$ cat src/rtl/cpu_pkg.sv
// rtl/cpu_pkg.sv - shared CPU types: instruction-type codes, sequencer states, reset defaults
package cpu_pkg;

    typedef enum logic [3:0] {
        OP_BR   = 4'h0,
        OP_ADD  = 4'h1,
        OP_LD   = 4'h2,
        OP_ST   = 4'h3,
        OP_JSR  = 4'h4,
        OP_AND  = 4'h5,
        OP_LDR  = 4'h6,
        OP_STR  = 4'h7,
        OP_RTI  = 4'h8,
        OP_NOT  = 4'h9,
        OP_LDI  = 4'hA,
        OP_STI  = 4'hB,
        OP_JMP  = 4'hC,
        OP_RES  = 4'hD,
        OP_LEA  = 4'hE,
        OP_TRAP = 4'hF
    } opcode_t;

    typedef enum logic [2:0] {
        SEQ_FETCH  = 3'd0,
        SEQ_DECODE = 3'd1,
        SEQ_EXEC   = 3'd2,
        SEQ_MEM    = 3'd3,
        SEQ_WB     = 3'd4,
        SEQ_HALT   = 3'd5,
        SEQ_ERR    = 3'd6
    } seq_state_t;

    localparam logic [15:0] SEQ_RESET_IP    = 16'h3000;
    localparam int          SEQ_MEM_TIMEOUT = 255;
    localparam int          SEQ_WAIT_W      = 8;

endpackage

$ cat src/rtl/seq_wait_timer.sv
// rtl/seq_wait_timer.sv - counts unacknowledged memory wait cycles and flags the timeout cycle
module seq_wait_timer
    import cpu_pkg::*;
#(
    parameter int TIMEOUT = SEQ_MEM_TIMEOUT
) (
    input  logic clk,
    input  logic rst,
    input  logic active,
    input  logic ack,
    input  logic clear,
    output logic timeout
);

    localparam logic [SEQ_WAIT_W-1:0] LAST = SEQ_WAIT_W'(TIMEOUT - 1);

    logic [SEQ_WAIT_W-1:0] cnt;

    always_ff @(posedge clk or posedge rst) begin
        if (rst) begin
            cnt <= '0;
        end else if (clear) begin
            cnt <= '0;
        end else if (active && !ack) begin
            cnt <= cnt + 1'b1;
        end
    end

    // Fires on the TIMEOUT-th waiting cycle; an ack in that same cycle suppresses it.
    assign timeout = active && !ack && (cnt == LAST);

endmodule

$ cat src/rtl/cpu_seq_ctrl.sv
// rtl/cpu_seq_ctrl.sv - CPU fetch/decode/execute/memory/writeback sequencer
// Optional retired-instruction counter enabled by CPU_SEQ_CTRL_PERF_EN.
module cpu_seq_ctrl
    import cpu_pkg::*;
#(
    parameter logic [15:0] RESET_IP    = SEQ_RESET_IP,
    parameter int          MEM_TIMEOUT = SEQ_MEM_TIMEOUT
) (
    input  logic        clk,
    input  logic        rst,
    output logic        mem_req,
    output logic        mem_we,
    output logic [15:0] mem_addr,
    output logic [15:0] mem_wdata,
    input  logic        mem_ack,
    input  logic [15:0] mem_rdata,
    input  logic        dec_load,
    input  logic        dec_store,
    input  logic        dec_wb,
    input  logic        dec_halt,
    input  logic [15:0] ea,
    input  logic [15:0] st_data,
    input  logic [15:0] next_ip,
    output logic [15:0] inst,
    output logic [15:0] ip,
    output logic [15:0] ld_data,
    output logic        reg_we,
    output logic        cc_we,
    output logic        halted,
    output logic        err,
    output logic [15:0] retired
);

    seq_state_t state, state_next;
    logic       wait_active;
    logic       timeout;

    assign wait_active = (state == SEQ_FETCH) || (state == SEQ_MEM);

    seq_wait_timer #(
        .TIMEOUT (MEM_TIMEOUT)
    ) u_wait_timer (
        .clk     (clk),
        .rst     (rst),
        .active  (wait_active),
        .ack     (mem_ack),
        .clear   (state_next != state),
        .timeout (timeout)
    );

    always_ff @(posedge clk or posedge rst) begin
        if (rst) begin
            state <= SEQ_FETCH;
        end else begin
            state <= state_next;
        end
    end

    always_comb begin
        state_next = state;
        case (state)
            SEQ_FETCH: begin
                if (mem_ack) begin
                    state_next = SEQ_DECODE;
                end else if (timeout) begin
                    state_next = SEQ_ERR;
                end
            end
            SEQ_DECODE: state_next = SEQ_EXEC;
            SEQ_EXEC: begin
                if (dec_halt) begin
                    state_next = SEQ_HALT;
                end else if (dec_load || dec_store) begin
                    state_next = SEQ_MEM;
                end else begin
                    state_next = SEQ_WB;
                end
            end
            SEQ_MEM: begin
                if (mem_ack) begin
                    state_next = SEQ_WB;
                end else if (timeout) begin
                    state_next = SEQ_ERR;
                end
            end
            SEQ_WB:   state_next = SEQ_FETCH;
            SEQ_HALT: state_next = SEQ_HALT;
            SEQ_ERR:  state_next = SEQ_ERR;
            default:  state_next = SEQ_FETCH;
        endcase
    end

    // State already sits at FETCH during reset, so the request is gated by rst directly.
    always_comb begin
        mem_req  = wait_active && !rst;
        mem_we   = (state == SEQ_MEM) && dec_store && !dec_load;
        mem_addr = (state == SEQ_MEM) ? ea : ip;
        reg_we   = (state == SEQ_WB) && dec_wb;
        cc_we    = (state == SEQ_WB) && dec_wb;
        halted   = (state == SEQ_HALT);
        err      = (state == SEQ_ERR);
    end

    assign mem_wdata = st_data;

    always_ff @(posedge clk or posedge rst) begin
        if (rst) begin
            ip      <= RESET_IP;
            inst    <= '0;
            ld_data <= '0;
        end else begin
            if (state == SEQ_FETCH && mem_ack) begin
                inst <= mem_rdata;
            end
            if (state == SEQ_MEM && mem_ack && dec_load) begin
                ld_data <= mem_rdata;
            end
            if (state == SEQ_WB) begin
                ip <= next_ip;
            end
        end
    end

`ifdef CPU_SEQ_CTRL_PERF_EN
    logic [15:0] retired_cnt;

    always_ff @(posedge clk or posedge rst) begin
        if (rst) begin
            retired_cnt <= '0;
        end else if (state == SEQ_WB) begin
            retired_cnt <= retired_cnt + 16'd1;
        end
    end

    assign retired = retired_cnt;
`else
    assign retired = 16'h0000;
`endif

endmodule

$ cat config.mk
export PLATFORM = sky130hd
export DESIGN_NAME = cpu_seq_ctrl
export DESIGN_NICKNAME = d
export VERILOG_FILES = /design/src/rtl/cpu_pkg.sv /design/src/rtl/seq_wait_timer.sv /design/src/rtl/cpu_seq_ctrl.sv
export SDC_FILE = /design/constraint.sdc
export NUM_CORES = 1
export LEC_CHECK = 0
export ABC_AREA = 1
export CAP_MARGIN = 15
export CELL_PAD_IN_SITES_DETAIL_PLACEMENT = 0
export CELL_PAD_IN_SITES_GLOBAL_PLACEMENT = 1
export CORE_MARGIN = 5
export CORE_UTILIZATION = 27
export DETAILED_ROUTE_END_ITERATION = 7
export PLACE_DENSITY_LB_ADDON = 0.1
export SYNTH_ARGS = -nofsm -noshare
export SYNTH_HDL_FRONTEND = slang
export SYNTH_SLANG_ARGS = --single-unit
$ cat constraint.sdc
create_clock -name clk -period 2.6 [get_ports clk]
set_clock_uncertainty 0.1 [all_clocks]
set_input_delay 0.65 -clock clk [delete_from_list [all_inputs] [get_ports clk]]
set_output_delay 0.65 -clock clk [all_outputs]
set_load 0.005 [all_outputs]
After elaboration in Yosys (flattened, before gate mapping) --
Index checks and enable logic that the tools add are counted.
Cells by class: reductions and logical operators 16, add/sub/neg operators 1, equal/unequal tests 8, muxes and demuxes 9
Operator list (number):
- $pmux W3 S6 | 1
- $mux W16 | 1
- $mux W8 | 2
- $mux W3 | 5
- $eq A3 B3 Y1 const B | 3
- $logic_and A1 B1 Y1 | 9
- $add A8 B1 Y8 const B | 1
- $eq A8 B8 Y1 const B | 1
- $eq A3 B2 Y1 const B | 2
- $eq A3 B1 Y1 const B | 1
- $logic_not A1 Y1 | 3
- $logic_not A3 Y1 | 1
- $ne A3 B3 Y1 | 1
- $logic_or A1 B1 Y1 | 2
- $reduce_bool A2 Y1 | 1
Storage, ports and cells: flip-flop bits (word level) 59, output and inout bits 102, logic and storage cells 39, input port bits 71

Logic depth before layout (Yosys ltp) --
depth in word-level cells 9, gate-level depth with buffers 12, depth with buffers taken out 11

Cells and area by module --
A second synthesis with hierarchy kept.
Unflattened totals: cell total of the unflattened synthesis 370, area, all modules 3125.5 sq um
Modules (own cells, without submodules):
- cpu_seq_ctrl | cells each 308, area an instance 2658.8 sq um, instances 1, sequential area each 1278.7 sq um
- seq_wait_timer | cells each 62, area an instance 466.7 sq um, instances 1, sequential area each 200.2 sq um

Least setup slack after synthesis --
Ideal clock, no wire load.
kind register -> output, start reg state[0], end out reg_we, data required time 1.850 ns, path slack 0.558 ns, path buffers 3, arrival 1.292 ns, cell stages (with the launch flop) 7, cell sequence dfrtp_1 -> buf_6 -> nor2_2 -> nand2_1 -> buf_2 -> nor2_1 -> buf_4
On the way: longest elaborated chain between the ends 2
Ends and longest elaborated chain:
- start, declared | RTL line cpu_seq_ctrl.sv:34 | seq_state_t state, state_next;
- start signal, assigned | RTL line cpu_seq_ctrl.sv:55 | state <= state_next;
- $eq A3 B3 Y1
- $logic_and A1 B1 Y1
- end, declared | RTL line cpu_seq_ctrl.sv:27 | output logic reg_we,
No other way between the ends.

Final worst setup path --
start reg state[0], end out mem_addr[8]
On the way: longest elaborated chain between the ends 2
Ends and longest elaborated chain:
- $eq A3 B2 Y1 | RTL line cpu_seq_ctrl.sv:97 | mem_addr = (state == SEQ_MEM) ? ea : ip;
- $mux W16 | RTL line cpu_seq_ctrl.sv:97
- end, declared | RTL line cpu_seq_ctrl.sv:13 | output logic [15:0] mem_addr,
No other way between the ends.

==> qor.txt <==
clock transition time at the flip-flop clock pins of the worst setup and hold paths: 0.07 ns
net load switching power: 1.59 mW
DRC marker count from the first detailed-route iteration: 58
clock tree root buffer cell: sky130_fd_sc_hd__clkbuf_8
Antenna diodes: 0
number of enable-type register cells in the synthesized netlist: 0
dominant combinational cell family by area after synthesis: simple AND/OR/NAND/NOR gates
fin nets: 541
pin count of the biggest net entering global routing: 60
antenna violations before repair: 0
Crit Path Category: flop to primary output
run status: finished, final reports clean
Arr. time, crit path: 1.77 ns
simple-gate portion of the synthesized area: 21.4%
layout overhead on the synthesized area: 51.9%
effective utilization at floorplan: 27.6%
clock insertion delay at the later pin of the skew report: 0.33 ns
Die Area: 13400 µm²
average size of a mapped cell: 8.67 µm²
total gr overflow: 0
number of setup violations in the final report: 0
share of cells above drive strength 1: 14.2%
Avg WL per Cell: 13.5 µm
highest-count cells in the layout ignoring fill and taps: sky130_fd_sc_hd__clkdlybuf4s50_1, sky130_fd_sc_hd__nand2_1, sky130_fd_sc_hd__dfrtp_1, sky130_fd_sc_hd__o21ai_0, sky130_fd_sc_hd__inv_1
deepest level of the CTS H-tree: 3
number of failing hold endpoints at the final stage: 0
distinct cell type count after synthesis: 25
Bufs on Longest Clock Path: 2
combinational power share: 49.1%
first-pass GRT wire length: 13.0 mm
Syn. warnings: 0
gr usage total: 12.3%
sw frac: 32.9%
#FFs+latches synth: 59
top achievable clock speed: 397 MHz
post-placement worst setup slack: 0.0518 ns
number of remaining DRC errors: 0
internal power consumption: 3.25 mW
clock tree from TritonCTS: done
worst min path class: flop to flop
filler cell count: 1135
post-synthesis instance area: 3010 µm²
wirelength, routed: 8.28 mm
Seq/Total Area, Yosys: 49.1%
Design Area, Final: 4570 µm²
die height: 116 µm
required time of the critical path: 1.85 ns
placeable core region: 10900 µm²
placed cell areas: 4230 µm²
largest fanout on the critical path: 17
Rows: 38
vias after detailed routing: 2502
XOR/XNOR share of the synthesized area: 2.04%
area of the multi-input gates: 1150 µm²
CP startpoint kind: flop
cell count after synthesis: 347
Setup crit end kind: primary output
clock buffers created by TritonCTS: 9
fin. max-slew vios: 0
Final Worst Setup Slack: 0.0809 ns
Pleak: 2.27 nW
Vias/cell: 4.08
Compound-Gate Fraction of Synth Area: 5.99%
most common cell after layout, fill and taps aside: sky130_fd_sc_hd__clkdlybuf4s50_1
Power per Cell Area: 1060 nW/µm²
drt first pass iters: 4
max capacitance violation total: 0
Top FF cell, synth: sky130_fd_sc_hd__dfrtp_1
synthesized-area fraction occupied by adder cells: 0.832%
clock network fraction of design power: 17.8%
num ports: 173
RD Place Congestion: 0.743
clock sink total: 59
area used by sequential logic in the layout: 1480 µm²
overall die width: 116 µm
fraction of power consumed by sequential logic: 33.0%
final worst hold slack: 0.386 ns
async set-or-reset flop fraction in the synthesized netlist: 100%
DRT antenna net count: 0
share of cell area taken by muxes after synthesis: 5.99%
number of I/O port buffers: 124
share of the cycle needed by the critical path after routing: 96.9%
maximum vdd ir drop: 0.000413 V
fin crit period: 2.52 ns
post-layout util: 42.0%
hpwl dp: 6.10 mm
via count of the first global-routing pass: 2568
[layer usage]
layer | vias up | share of wire (%) | routed length, µm | GRT usage [%]
met5 | - | 0 | 0 | 0
met4 | 0 | 1.0 | 86 | 4.54
met3 | 7 | 8.8 | 729 | 4.18
met2 | 86 | 48 | 3980 | 20.4
met1 | 1146 | 42 | 3490 | 14.9
li1 | 1263 | - | - | -
[worst paths after layout]
check / start / to / slack (ns) / cells after the start
setup / recovery: state[0]$_DFF_PP0_ / mem_addr[8] / 0.08 / 6
hold / removal: inst[14]$_DFFE_PP0P_ / inst[14]$_DFFE_PP0P_ / 0.39 / 2
setup reg to reg: state[0]$_DFF_PP0_ / u_wait_timer.cnt[2]$_DFFE_PP0P_ / 0.75 / 13
hold reg to reg: inst[14]$_DFFE_PP0P_ / inst[14]$_DFFE_PP0P_ / 0.39 / 2
max in group asynchronous: rst / ip[13]$_DFFE_PP1N_ / 1.45 / 3
min in group asynchronous: rst / ip[7]$_DFFE_PP0N_ / 0.64 / 3
[sequential cells by signal, indices dropped and copies added (netlist names)]
signal,flops
ip,16
inst,16
ld_data,16
state,3
u_wait_timer.cnt,8
[power groups by stage]
stage	clock network [mW]	logic (mW)	registers, mW
5_1_grt	0.941	2.65	1.66
4_1_cts	0.896	2.42	1.62
6_report	0.863	2.38	1.60
2_1_floorplan	0	1.03	1.57
3_5_place_dp	0	2.36	1.62
3_3_place_gp	0	2.36	1.61
[Yosys cell counts, types with 3 or more instances]
cell type,number,area (µm²)
sky130_fd_sc_hd__clkbuf_1,7,26.3
sky130_fd_sc_hd__nand2_1,105,394
sky130_fd_sc_hd__mux2_2,16,180
sky130_fd_sc_hd__xor2_1,4,35.0
sky130_fd_sc_hd__o21ai_0,34,170
sky130_fd_sc_hd__nand2_2,6,37.5
sky130_fd_sc_hd__nor2_1,18,67.6
sky130_fd_sc_hd__nand3_1,11,55.1
sky130_fd_sc_hd__inv_1,32,120
sky130_fd_sc_hd__buf_4,34,255
sky130_fd_sc_hd__xnor2_1,3,26.3
sky130_fd_sc_hd__dfrtp_1,57,1430
[final cells by class]
| type | instances | area share (%) |
|---|---|---|
| Sequential cell | 59 | 32.4 |
| Timing Repair Buffer | 140 | 31.3 |
| Multi-Input combinational cell | 225 | 25.2 |
| Tap cell | 140 | 3.83 |
| Clock buffer | 12 | 3.39 |
| Inverter | 33 | 2.71 |
| Clock inverter | 4 | 1.09 |
[kinds of logic after synthesis]
logic type / after synthesis
and+or+nand+nor: 148
buffers and inverters: 78
DFF: 59
AOI/OAI and AO/OA: 36
muxes: 16
xor gates and xnor gates: 7
adders and majority gates: 2
other: 1
[critical path: stages (launching register included)]
cell and delay [ns]:
sky130_fd_sc_hd__dfrtp_2 0.47, sky130_fd_sc_hd__nand2_4 0.09, sky130_fd_sc_hd__nor2_8 0.13, sky130_fd_sc_hd__buf_12 0.15
sky130_fd_sc_hd__nand2_1 0.06, sky130_fd_sc_hd__nand2_1 0.05, sky130_fd_sc_hd__clkdlybuf4s50_1 0.50
[timing repair]
| action | 4_1_cts | 5_1_grt |
|---|---|---|
| hold buffers | 0 | 0 |
| setup endpoints to repair | 20 | 20 |
| setup buffers | 5 | 5 |
| endpoints found under the hold margin | 0 | 0 |
| pin swaps | 1 | 0 |
| resized for setup | 3 | 14 |
[per-stage QoR]
stage / total power [mW] / std cells / TNS, ns
after detailed placement: 3.98 / 587 / 0
after CTS: 4.94 / 608 / 0
final: 4.84 / 613 / 0
after floorplan: 2.60 / 362 / 0
after global placement: 3.97 / 587 / 0
after global routing: 5.26 / 613 / -0.00207
(Power assumes the default switching activity.)
